--- src/rtl/dadda_pkg.sv ---
// Shared types and widths for the Dadda multiplier and the MAC accumulator built on it.
package dadda_pkg;

    localparam int OP_W   = 8;
    localparam int PROD_W = 16;

    typedef enum logic [1:0] {
        ACC,
        DRAIN,
        OUT
    } mac_state_t;

    typedef struct packed {
        logic [PROD_W-1:0] s;
        logic [PROD_W-1:0] c;
    } csa_t;

    // 3:2 carry-save compressor over whole rows; carries out of the top bit are dropped
    // because the final product always fits in PROD_W bits.
    function automatic csa_t csa(input logic [PROD_W-1:0] x,
                                 input logic [PROD_W-1:0] y,
                                 input logic [PROD_W-1:0] z);
        csa_t r;
        r.s = x ^ y ^ z;
        r.c = ((x & y) | (x & z) | (y & z)) << 1;
        return r;
    endfunction

endpackage

--- src/rtl/dadda.sv ---
// Combinational unsigned 8x8 multiplier: partial-product rows reduced along the
// Dadda height sequence 8 -> 6 -> 4 -> 3 -> 2, then a single carry-propagate add.
module dadda
    import dadda_pkg::*;
(
    input  logic [OP_W-1:0]   a_i,
    input  logic [OP_W-1:0]   b_i,
    output logic [PROD_W-1:0] p_o
);

    logic [PROD_W-1:0] pp [OP_W];

    genvar gi;
    generate
        for (gi = 0; gi < OP_W; gi++) begin : g_pp
            assign pp[gi] = {{OP_W{1'b0}}, a_i & {OP_W{b_i[gi]}}} << gi;
        end
    endgenerate

    csa_t s1a, s1b, s2a, s2b, s3, s4;

    assign s1a = csa(pp[0], pp[1], pp[2]);
    assign s1b = csa(pp[3], pp[4], pp[5]);
    assign s2a = csa(s1a.s, s1a.c, s1b.s);
    assign s2b = csa(s1b.c, pp[6], pp[7]);
    assign s3  = csa(s2a.s, s2a.c, s2b.s);
    assign s4  = csa(s3.s, s3.c, s2b.c);

    assign p_o = s4.s + s4.c;

endmodule

--- src/rtl/dadda_mac_acc.sv ---
// Three-stage multiply-accumulate: operand register, product register, saturating
// frame accumulator, with the frame total held on a valid/ready result port.
module dadda_mac_acc
    import dadda_pkg::*;
#(
    parameter int ACC_W = 24,
    parameter int CNT_W = 8
) (
    input  logic             clk,
    input  logic             rst_n,
    input  logic             in_valid,
    output logic             in_ready,
    input  logic [OP_W-1:0]  in_a,
    input  logic [OP_W-1:0]  in_b,
    input  logic             in_last,
    output logic             out_valid,
    input  logic             out_ready,
    output logic [ACC_W-1:0] out_sum,
    output logic [CNT_W-1:0] out_cnt,
    output logic             out_ovf
);

    mac_state_t        state_q;
    logic              in_ready_q;
    logic              out_valid_q;

    logic [OP_W-1:0]   a_q, b_q;
    logic              v1_q, l1_q;
    logic [PROD_W-1:0] p_d, p_q;
    logic              v2_q, l2_q;

    logic [ACC_W-1:0]  acc_q, acc_d;
    logic [CNT_W-1:0]  cnt_q, cnt_d;
    logic              ovf_q, ovf_d;
    logic [ACC_W:0]    sum_wide;

    logic [ACC_W-1:0]  out_sum_q;
    logic [CNT_W-1:0]  out_cnt_q;
    logic              out_ovf_q;

    logic              accept;
    logic              frame_end;

    assign accept    = in_valid & in_ready_q;
    assign frame_end = v2_q & l2_q;

    dadda u_dadda (
        .a_i (a_q),
        .b_i (b_q),
        .p_o (p_d)
    );

    always_ff @(posedge clk or negedge rst_n) begin
        if (!rst_n) begin
            a_q  <= '0;
            b_q  <= '0;
            v1_q <= 1'b0;
            l1_q <= 1'b0;
            p_q  <= '0;
            v2_q <= 1'b0;
            l2_q <= 1'b0;
        end else begin
            v1_q <= accept;
            l1_q <= accept & in_last;
            if (accept) begin
                a_q <= in_a;
                b_q <= in_b;
            end
            p_q  <= p_d;
            v2_q <= v1_q;
            l2_q <= v1_q & l1_q;
        end
    end

    always_comb begin
        sum_wide = {1'b0, acc_q} + {{(ACC_W + 1 - PROD_W){1'b0}}, p_q};
        acc_d    = acc_q;
        cnt_d    = cnt_q;
        ovf_d    = ovf_q;
        if (v2_q) begin
            if (sum_wide[ACC_W]) begin
                acc_d = '1;
                ovf_d = 1'b1;
            end else begin
                acc_d = sum_wide[ACC_W-1:0];
            end
            if (cnt_q != '1) begin
                cnt_d = cnt_q + CNT_W'(1);
            end
        end
    end

    // The closing beat's contribution goes straight to the result registers while the
    // running state is cleared for the next frame on the same edge.
    always_ff @(posedge clk or negedge rst_n) begin
        if (!rst_n) begin
            acc_q     <= '0;
            cnt_q     <= '0;
            ovf_q     <= 1'b0;
            out_sum_q <= '0;
            out_cnt_q <= '0;
            out_ovf_q <= 1'b0;
        end else if (frame_end) begin
            acc_q     <= '0;
            cnt_q     <= '0;
            ovf_q     <= 1'b0;
            out_sum_q <= acc_d;
            out_cnt_q <= cnt_d;
            out_ovf_q <= ovf_d;
        end else begin
            acc_q <= acc_d;
            cnt_q <= cnt_d;
            ovf_q <= ovf_d;
        end
    end

    always_ff @(posedge clk or negedge rst_n) begin
        if (!rst_n) begin
            state_q     <= ACC;
            in_ready_q  <= 1'b1;
            out_valid_q <= 1'b0;
        end else begin
            case (state_q)
                ACC: begin
                    if (accept && in_last) begin
                        state_q    <= DRAIN;
                        in_ready_q <= 1'b0;
                    end
                end
                DRAIN: begin
                    if (frame_end) begin
                        state_q     <= OUT;
                        out_valid_q <= 1'b1;
                    end
                end
                OUT: begin
                    if (out_ready) begin
                        state_q     <= ACC;
                        out_valid_q <= 1'b0;
                        in_ready_q  <= 1'b1;
                    end
                end
                default: begin
                    state_q     <= ACC;
                    in_ready_q  <= 1'b1;
                    out_valid_q <= 1'b0;
                end
            endcase
        end
    end

    assign in_ready  = in_ready_q;
    assign out_valid = out_valid_q;
    assign out_sum   = out_sum_q;
    assign out_cnt   = out_cnt_q;
    assign out_ovf   = out_ovf_q;

endmodule

--- config.mk ---
export PLATFORM = sky130hd
export DESIGN_NAME = dadda_mac_acc
export DESIGN_NICKNAME = d
export VERILOG_FILES = /design/src/rtl/dadda_pkg.sv /design/src/rtl/dadda.sv /design/src/rtl/dadda_mac_acc.sv
export SDC_FILE = /design/constraint.sdc
export NUM_CORES = 1
export LEC_CHECK = 0
export CAP_MARGIN = 10
export CORE_ASPECT_RATIO = 1.4
export CORE_UTILIZATION = 28
export CTS_BUF_LIST = sky130_fd_sc_hd__clkbuf_8
export DETAILED_ROUTE_END_ITERATION = 10
export SYNTH_ARGS = -nofsm -noshare
export SYNTH_HDL_FRONTEND = slang
export SYNTH_HIERARCHICAL = 1
export SYNTH_SLANG_ARGS = --single-unit
--- constraint.sdc ---
create_clock -name clk -period 5.4 [get_ports clk]
set_clock_uncertainty 0.05 [all_clocks]
set_input_delay 1.08 -clock clk [delete_from_list [all_inputs] [get_ports clk]]
set_output_delay 1.08 -clock clk [all_outputs]
set_load 0.02 [all_outputs]
**Word-level counts from Yosys, hierarchy flattened**

Cells that the tools add are included.

- Register bits after elaboration: 106
- Input bits: 21
- Output and inout port bits: 35

- Add/subtract/negate cells: 3
- Eq/ne operators: 6
- Mux-type cells: 19
- Bitwise gates (word level): 56
- Reduce and logical (&&, ||, !) cells: 5

Operators by type and width:

| cell | number |
|---|---|
| $and 15x15->15 | 10 |
| $or 15x15->15 | 10 |
| $xor 16x16->16 | 5 |
| $mux 24 | 3 |
| $and 8x8->8 | 8 |
| $add 24x16->25 | 1 |
| $mux 8 | 3 |
| $add 16x16->16 | 1 |
| $xor 16x13->16 | 1 |
| $xor 16x14->16 | 1 |
| $xor 16x15->16 | 1 |
| $and 14x15->15 | 1 |
| $and 15x14->15 | 1 |
| $or 15x10->15 | 1 |
| $or 15x13->15 | 1 |
| $and 11x13->13 | 1 |
| $and 12x13->13 | 1 |
| $xor 12x13->13 | 1 |
| $and 11x12->12 | 1 |
| $xor 11x12->12 | 1 |
| $and 8x10->10 | 1 |
| $and 9x10->10 | 1 |
| $xor 9x10->10 | 1 |
| $and 8x9->9 | 1 |
| 15 further kinds | 32 |

**Logic depth before layout (Yosys ltp)**

- Word-level depth: 14
- Depth in mapped cells: 15
- Depth with buffers taken out: 15

**Cells and area by module**

Netlist, hierarchy kept.

Modules (own cells, without submodules):

| module | instances | cells each | area each (um2) | seq. area each (um2) |
|---|---|---|---|---|
| dadda_mac_acc | 1 | 491 | 5042.3 | 2653.8 |
| dadda | 1 | 203 | 1850.5 | 0.0 |

**Worst setup path after synthesis**

Ideal clock, no wire load.

- Kind: register to register
- From: register a_q[6]
- To: register p_q[14]
- Arrival: 3.842 ns
- Data required time: 5.270 ns
- Path slack: 1.428 ns
- Stages on the path, launching flop included: 14
- Path buffers: 0
- Clock period less this slack: 3.972 ns
- Cells stage by stage: dfrtp_1 and2_1 fa_1 inv_1 fa_1 fa_1 inv_1 fa_1 ha_1 and3_2 a211oi_2 nand2b_1 a31oi_1 xnor2_1

- Word-level cells in the longest chain between the ends: 14
- Elaborated cells between the ends (all ways): 51
- Classes of those cells: 1 x add/sub; 50 x bitwise

RTL lines:

| item | line | text |
|---|---|---|
| start, declared | dadda_mac_acc.sv:27 | `logic [OP_W-1:0] a_q, b_q;` |
| start signal, assigned | dadda_mac_acc.sv:66 | `a_q <= in_a;` |
| $and 8x8->8 | dadda.sv:16 | `assign pp[gi] = {{OP_W{1'b0}}, a_i & {OP_W{b_i[gi]}}} << gi;` |
| $and 8x9->9 / $and 8x10->10 (equally long branches) | dadda_pkg.sv:25 | `r.c = ((x & y) \| (x & z) \| (y & z)) << 1;` |
| $or 15x15->15 | dadda_pkg.sv:25 |  |
| $or 15x10->15 | dadda_pkg.sv:25 |  |
| $and 15x15->15 | dadda_pkg.sv:25 |  |
| $or 15x15->15 (2 in series) | dadda_pkg.sv:25 |  |
| $and 15x15->15 | dadda_pkg.sv:25 |  |
| $or 15x15->15 (2 in series) | dadda_pkg.sv:25 |  |
| $and 15x15->15 | dadda_pkg.sv:25 |  |
| $or 15x15->15 (2 in series) | dadda_pkg.sv:25 |  |
| $add 16x16->16 (*) | dadda.sv:29 | `assign p_o = s4.s + s4.c;` |
| named net p_d[14] | dadda_mac_acc.sv:29 | `logic [PROD_W-1:0] p_d, p_q;` |
| end signal, assigned | dadda_mac_acc.sv:69 | `p_q <= p_d;` |
| end, declared | dadda_mac_acc.sv:29 |  |

Mark *: on every way through the listed nets, which the timed path passes. The rest lies on a longest branch.
A chain may end at the register's enable or synchronous reset.

**Final worst setup path**

- From: register a_q[4]
- To: register p_q[14]

Same word-level chain as after synthesis.

==> flow_metrics.py <==
metrics = {
    "run_status": {
        "status": "finished clean",
    },
    "critical_path": {
        "cp_data_required_time_ns": 5.68,
        "path_max_fanout": 9,
        "r2r-end": "p_q[14]",
        "cp-start-kind": "flop",
        "critPathSlowestCell": "fa_1",
        "path_class": "reg2reg",
        "cp_common_cell": "fa_1",
        "cp_num_buf_inv": 2,
        "reg2reg_depth": 13,
        "slowest_delay_ns": 0.56,
        "cp_top_family": "adder cells",
        "arrival_ns": 4.53,
        "r2r-start": "a_q[4]",
        "path_cells": "and2_1 -> fa_1 -> inv_1 -> fa_1 -> fa_1 -> fa_1 -> inv_1 -> ha_1 -> and3_1 -> a211oi_2 -> nand2b_1 -> a31oi_1 -> xnor2_1",
        "cp-end-kind": "flop",
        "r2r_slack_ns": 1.15,
    },
    "clock_tree": {
        "ctsHoldBuffers": 0,
        "post_cts_buffers": 0,
        "cts_made_buffers": 9,
        "cts_tree": "built",
        "h-tree-depth": 3,
        "clock-sinks": 106,
        "worstSkewPairLatency_ns": 0.41,
        "clk_pin_slew_ns": 0.12,
        "cts_resized": 0,
        "root_buffer": "clkbuf_8",
        "clockBufferDepth": 2,
    },
    "worst_hold_path": {
        "hold_depth": 0,
        "hp-start": "v1_q",
        "min_path_type": "reg2reg",
        "holdPathEnd": "v2_q",
    },
    "timing": {
        "finalHoldViolations": 0,
        "slew_viol_final": 0,
        "fin_crit_sh": 0.788,
        "min_period_ns": 4.25,
        "slew-limit-headroom": 0.276,
        "fin_setup_tns_ns": 0,
        "setup_viol": 0,
        "rsz0062_at_grt": "no",
        "fmax_ghz": 0.235,
        "worst_pin_slew_ns": 1.09,
    },
    "drt": {
        "routed_wl_um": 15200,
        "dr.first_iter.drc_count": 243,
        "wl_per_cell_um": 14.4,
        "vias_per_cell": 4.77,
        "drtAntennaViolNets": 0,
        "num_vias": 5043,
        "drc": 0,
        "drt_first_pass_iters": 4,
    },
    "floorplan": {
        "core_mm2": 0.0241,
        "dieWidth_um": 135,
        "die_y_um": 188,
        "rows": 67,
        "initial_core_util": 0.286,
        "dieArea_mm2": 0.0253,
        "io_pins": 56,
    },
    "global_routing": {
        "grt_pass1_wl_um": 25700,
        "grt_max_degree": 63,
        "antenna_found_initial": 0,
        "track_usage": 0.128,
        "grt_pass1_vias": 5133,
        "grt_overflow": 0,
    },
    "yosys": {
        "ys_seq_area_frac": 0.385,
        "synth_area_mm2": 0.00689,
        "synth-seq-cells": 106,
        "yosysWarnings": 6,
        "synth.distinct_cells": 61,
        "synth-edff-count": 0,
        "avgSynthCellArea_um2": 9.93,
        "synth_nets": 797,
        "async_reset_ff_frac": 1.00,
        "netlist_instances": 694,
        "synth_ff_type": "dfrtp_1",
    },
    "finish": {
        "layout_common_cells": "105 x dfrtp_1, 85 x nand2_1, 54 x clkdlybuf4s50_1",
        "multi_input_comb_area_mm2": 0.00398,
        "instances_no_fill": 1057,
        "area_growth_pct": 15.2,
        "layout_commonest_cell": "dfrtp_1",
        "num_antenna_cells": 0,
        "fill_cells": 2443,
        "regArea_mm2": 0.00265,
        "fin_nets": 845,
        "drive_gt1_frac": 0.0803,
    },
    "place": {
        "port_buffers": 55,
        "place_inst": 1041,
        "dpl.hpwl_um": 11600,
        "place.gp.congestion": 0.865,
    },
    "flow_run": {
        "drv_cap": 0,
    },
}
## through the flow
step | hold slack, ns | utilization | setup slack (ns) | instance area [um^2]
finish | 0.303 | 0.330 | 1.15 | 7940
global route | 0.322 | 0.330 | 0.895 | 7940
CTS | 0.305 | 0.330 | 1.15 | 7940
detailed placement | 0.305 | 0.322 | 1.15 | 7750
global placement | 0.300 | 0.322 | 1.25 | 7750
floorplan | 0.297 | - | 1.43 | 6890
## sequential cells by signal (all words and copies together), names as in the netlist
register,cells
out_cnt,8
p_q,16
out_ovf,1
a_q,8
in_ready,1
state_q,2
cnt_q,8
ovf_q,1
v1_q,1
b_q,8
v2_q,1
out_valid,1
acc_q,24
out_sum,24
l1_q,1
l2_q,1
## per-layer routing
layer	share of wire	GRT usage	vias up	wire [um]
met5	0	0	-	0
met2	0.50	0.223	75	7620
met1	0.45	0.156	2440	6880
li1	-	-	2505	-
met3	0.023	0.0197	23	349
met4	0.023	0.0527	0	351
## kinds of logic after synthesis
family                   count (synthesis)  share of synthesized area
XOR/XNOR                                25                     0.0318
buffers and inverters                   62                     0.0370
multiplexers                            20                     0.0319
AND/OR/NAND/NOR                        235                      0.164
AO/OA/AOI/OAI                          164                      0.158
flip-flops                             106                      0.385
adder cells (fa/ha/maj)                 82                      0.192
## worst register-to-register path: stages (launching register included)
cell	delay [ns]
dfrtp_1	0.50
and2_1	0.23
fa_1	0.53
inv_1	0.05
fa_1	0.47
fa_1	0.52
fa_1	0.56
inv_1	0.05
ha_1	0.32
and3_1	0.18
a211oi_2	0.28
nand2b_1	0.13
a31oi_1	0.20
xnor2_1	0.13
## layout make-up
| type | instances | share of cell area |
|---|---|---|
| Sequential cell | 106 | 0.334 |
| Tap cell | 310 | 0.0488 |
| Clock buffer | 10 | 0.0173 |
| Clock inverter | 6 | 0.00677 |
| Multi-Input combinational cell | 526 | 0.502 |
| Timing Repair Buffer | 58 | 0.0718 |
| Inverter | 41 | 0.0194 |
## how the worst max path moves through the flow
stage	startpoint	cells past startpoint	endpoint	slack [ns]
2_1_floorplan	a_q[6]	13	p_q[14]	1.43
3_3_place_gp	a_q[4]	13	p_q[14]	1.25
3_5_place_dp	a_q[4]	13	p_q[14]	1.15
4_1_cts	a_q[4]	13	p_q[14]	1.15
5_1_grt	a_q[4]	13	p_q[14]	0.89
6_report	a_q[4]	13	p_q[14]	1.15
## synth_stat cells, types with 8 or more instances
cell / number / area (um^2)
dfrtp_1: 105 / 2630
nand2_1: 85 / 319
nor2_1: 46 / 173
o21ai_0: 46 / 230
and2_1: 45 / 282
ha_1: 42 / 526
a21oi_1: 41 / 205
inv_1: 41 / 154
fa_1: 40 / 801
mux2_2: 16 / 180
xnor2_1: 15 / 131
clkbuf_1: 13 / 48.8
o2bb2ai_1: 12 / 105
nand3_1: 11 / 55.1
a31oi_1: 10 / 62.6
nor3_1: 10 / 50.1
xor2_1: 10 / 87.6
nand4_1: 8 / 50.1
Power is not shown: default switching activity piles up to over one toggle a cycle in this logic, so the estimate is an artifact.
==> RTL edit 1, RTL diff (same flow settings) <==
Make the reset (`rst_n`) synchronous in 3 clocked blocks.
--- a/src/rtl/dadda_mac_acc.sv
+++ b/src/rtl/dadda_mac_acc.sv
@@ -50,7 +50,7 @@
         .p_o (p_d)
     );
 
-    always_ff @(posedge clk or negedge rst_n) begin
+    always_ff @(posedge clk) begin
         if (!rst_n) begin
             a_q  <= '0;
             b_q  <= '0;
@@ -92,7 +92,7 @@
 
     // The closing beat's contribution goes straight to the result registers while the
     // running state is cleared for the next frame on the same edge.
-    always_ff @(posedge clk or negedge rst_n) begin
+    always_ff @(posedge clk) begin
         if (!rst_n) begin
             acc_q     <= '0;
             cnt_q     <= '0;
@@ -114,7 +114,7 @@
         end
     end
 
-    always_ff @(posedge clk or negedge rst_n) begin
+    always_ff @(posedge clk) begin
         if (!rst_n) begin
             state_q     <= ACC;
             in_ready_q  <= 1'b1;
Check against the original RTL: not equivalent (Yosys sat finds a counterexample within 4 cycles, from zero or initial values and one cycle with rst_n low; the reset may be asserted at any time).
==> RTL edit 1 against the unedited design <==
Cell count is 1.5% higher; hold slack gained 0.11 ns; sequential cell count unchanged; via count decreased by 2.0%; wire length fell by 8.1%; maximum frequency increased by 0.47%; global-route usage shrank 0.30 points; worst setup slack better by 0.020 ns; final area decreased by 5.5%; die area decreased by 5.9%; critical path depth rose by 1; synthesized area decreased by 6.0%.
Power is left out: it rests on default switching activity, and per cell area and clock period it moved more than threefold.
==> RTL edit 1: results (changes against the unedited design) <==
crit_path_max_incr_delay_ns: 0.54  # -0.02 ns
synth_common_cells: "dfxtp_1 (106), nand2_1 (82), nor2_1 (71)"
avgSynthCellArea_um2: 8.94  # -10%
worstHoldPathType: "reg -> reg"
grt_pass1_wl_um: 23700  # -7.9%
worstHoldStart: "ovf_q$_SDFF_PP0_"
inverters_excl_clock: 42  # +2.4%
status: "finished, final reports clean"
synthMuxAreaShare: 0.0108  # -0.0211
whs_ns: 0.410  # +0.107 ns
grt_max_degree: 41  # -35%
fill_cells: 2409  # -1.4%
n_all_buffers: 60  # +3.4%
use_met3: 0.0141  # -0.00559
clkLatencyLatePin_ns: 0.38  # -0.03 ns
yosysUniqueCellTypes: 56  # -8.2%
async_flop_share: 0  # -1.00
layout.nets: 871  # +3.1%
nFlopsAndLatches: 106  # unchanged
hpwl_um: 10400  # -9.9%
ys.flop_type: "dfxtp_1"
stdcell_count: 1073  # +1.5%
synth_fa_ha_area_frac: 0.205  # +0.0123
grt_use_met2: 0.207  # -0.0156
place_area_um2: 7330  # -5.4%
cp.required_ns: 5.63  # -0.05 ns
min_to: "ovf_q$_SDFF_PP0_"
wl_met1_um: 6920  # +0.61%
layout-drive-gt1-share: 0.0674  # -0.0130
grt_use_met1: 0.165  # +0.00894
seq-cell-share: 0.283  # -0.0516
synth_xor_area_frac: 0.0378  # +0.00608
r2r_cells: 14  # +1
dp_slack_ns: 1.18  # +0.0318 ns
gp_congestion: 0.886  # +2.3%
syn_nets: 828  # +3.9%
grt_pass1_vias: 4884  # -4.9%
reg2reg_setup_slack_ns: 1.17  # +0.02 ns
cp_max_fo: 9  # unchanged
ys_seq_area_frac: 0.327  # -0.0575
dr_wl_met3_um: 241  # -31%
synthTopCellsByArea: "dfxtp_1 (33%), fa_1 (12%), ha_1 (8.1%)"
r2r-start: "a_q[6]$_SDFFE_PN0P_"
multi_input_area_share: 0.544  # +0.0428
clk_share: 0.0235  # -0.000610
multi_input_gates: 549  # +4.4%
fmax_ghz: 0.236  # +0.47%
grt_usage: 0.125  # -0.00303
wl_um: 14000  # -8.1%
bufAreaShareNonClock: 0.0783  # +0.00648
final_core_util: 0.332  # +0.00202
met2_length_um: 6640  # -13%
hold_path_depth: 2  # +2
-- RTL edit 1: worst max-delay path by stage --
stage,endpoint,cells past startpoint,startpoint
floorplan,p_q[14]$_SDFF_PN0_,14,a_q[6]$_SDFFE_PN0P_
global placement,p_q[14]$_SDFF_PN0_,14,a_q[6]$_SDFFE_PN0P_
detailed placement,p_q[14]$_SDFF_PN0_,14,a_q[6]$_SDFFE_PN0P_
CTS,p_q[14]$_SDFF_PN0_,14,a_q[6]$_SDFFE_PN0P_
global route,p_q[15]$_SDFF_PN0_,14,b_q[0]$_SDFFE_PN0P_
finish,p_q[14]$_SDFF_PN0_,14,a_q[6]$_SDFFE_PN0P_
-- RTL edit 1: worst register-to-register path, stage by stage, from the launching register on --
cell and delay, ns:
dfxtp_1 0.40, and2_1 0.21, fa_1 0.54, inv_1 0.05, fa_1 0.46, fa_1 0.54
inv_1 0.05, fa_1 0.47, ha_1 0.34, and3_2 0.24, a211oi_2 0.24, nand2b_1 0.11
a31oi_1 0.21, xnor2_1 0.08, and2_1 0.15
==> RTL edit 2, RTL diff (same flow settings) <==
Without the edit above. Set the package constant `PROD_W` to 24 (it was 16).
--- a/src/rtl/dadda_pkg.sv
+++ b/src/rtl/dadda_pkg.sv
@@ -2,7 +2,7 @@
 package dadda_pkg;
 
     localparam int OP_W   = 8;
-    localparam int PROD_W = 16;
+    localparam int PROD_W = 24;
 
     typedef enum logic [1:0] {
         ACC,
Check against the original RTL: not settled (the Yosys comparison gave no result); the edit may change what the design does.
==> RTL edit 2 against the unedited design <==
The flow now finishes with violations (design-rule violations); wire length about the same; worst setup slack improved by 0.021 ns; final area increased by 6.3%; sequential cell count grew 8; die area up 4.1%; first-iteration DRC count is 5.8% lower; synthesized area up 4.2%; sequential share of layout area is 0.38 points higher; via count grew 0.97%; non-clock buffer count unchanged; hold slack better by 0.015 ns.
Power is left out: the tool's default activity adds up to more than one toggle a clock period on the data nets, which glitch-free logic cannot reach.
==> RTL edit 2: results (changes against the unedited design) <==
status: "finished with violations"
violations: "design-rule violations"
htreeDepth: 4  # +1
synth_fa_ha_area_frac: 0.199  # +0.00626
grt_use_met1: 0.134  # -0.0214
whs_ns: 0.318  # +0.0153 ns
grt_pass1_wl_um: 25900  # +0.78%
wl_met1_um: 6280  # -8.7%
fill_cells: 2527  # +3.4%
synth_common_cells: "dfrtp_1 (113), nand2_1 (80), nor2_1 (55)"
clkLatencyLatePin_ns: 0.45  # +0.04 ns
dr_wl_met3_um: 329  # -5.7%
fin_crit_sh: 0.784  # -0.00397
first_iter_violations: 229  # -5.8%
stdcell_count: 1102  # +4.3%
place_area_um2: 8040  # +3.8%
synth_compound_area_frac: 0.151  # -0.00664
route.detailed.drc: 1  # +1
cp.arrival_ns: 4.51  # -0.02 ns
grt_usage: 0.128  # -0.000457
relSlewSlack: 0.393  # +0.116
synth_xor_area_frac: 0.0390  # +0.00727
met2_length_um: 8340  # +9.4%
yosysUniqueCellTypes: 56  # -8.2%
cts_made_buffers: 17  # +8
synthMuxAreaShare: 0.0279  # -0.00406
syn_inst: 712  # +2.6%
use_met3: 0.0265  # +0.00678
path_clk_slew_ns: 0.07  # -0.05 ns
layout.nets: 881  # +4.3%
synthTopCellsByArea: "dfrtp_1 (39%), fa_1 (11%), ha_1 (8.7%)"
wl_um: 15200  # about the same
vias_per_cell: 4.62  # -3.2%
grt_pass1_vias: 5379  # +4.8%
layout-drive-gt1-share: 0.0792  # -0.00114
grt_use_met2: 0.240  # +0.0171
drtPass1Iterations: 9  # +5
ys_seq_area_frac: 0.398  # +0.0125
gp_congestion: 0.819  # -5.4%
-- RTL edit 2: path summary, 6_finish.rpt --
path | from | endpoint | cells past startpoint
worst max-delay path | a_q[5]$_DFFE_PN0P_ | p_q[12]$_DFF_PN0_ | 12
worst min-delay path | v1_q$_DFF_PN0_ | v2_q$_DFF_PN0_ | 0
worst max register to register | a_q[5]$_DFFE_PN0P_ | p_q[12]$_DFF_PN0_ | 12
worst min register to register | v1_q$_DFF_PN0_ | v2_q$_DFF_PN0_ | 0
max in group asynchronous | rst_n | a_q[1]$_DFFE_PN0P_ | 2
min in group asynchronous | rst_n | out_sum[19]$_DFFE_PN0P_ | 1
-- RTL edit 2: final cells by class --
type	instances	area [um^2]	share of cell area
Clock buffer	17	234	0.0277
Clock inverter	15	168	0.0199
Inverter	40	150	0.0178
Multi-Input combinational cell	539	4070	0.482
Sequential cell	114	2850	0.338
Tap cell	319	399	0.0473
Timing Repair Buffer	58	571	0.0676
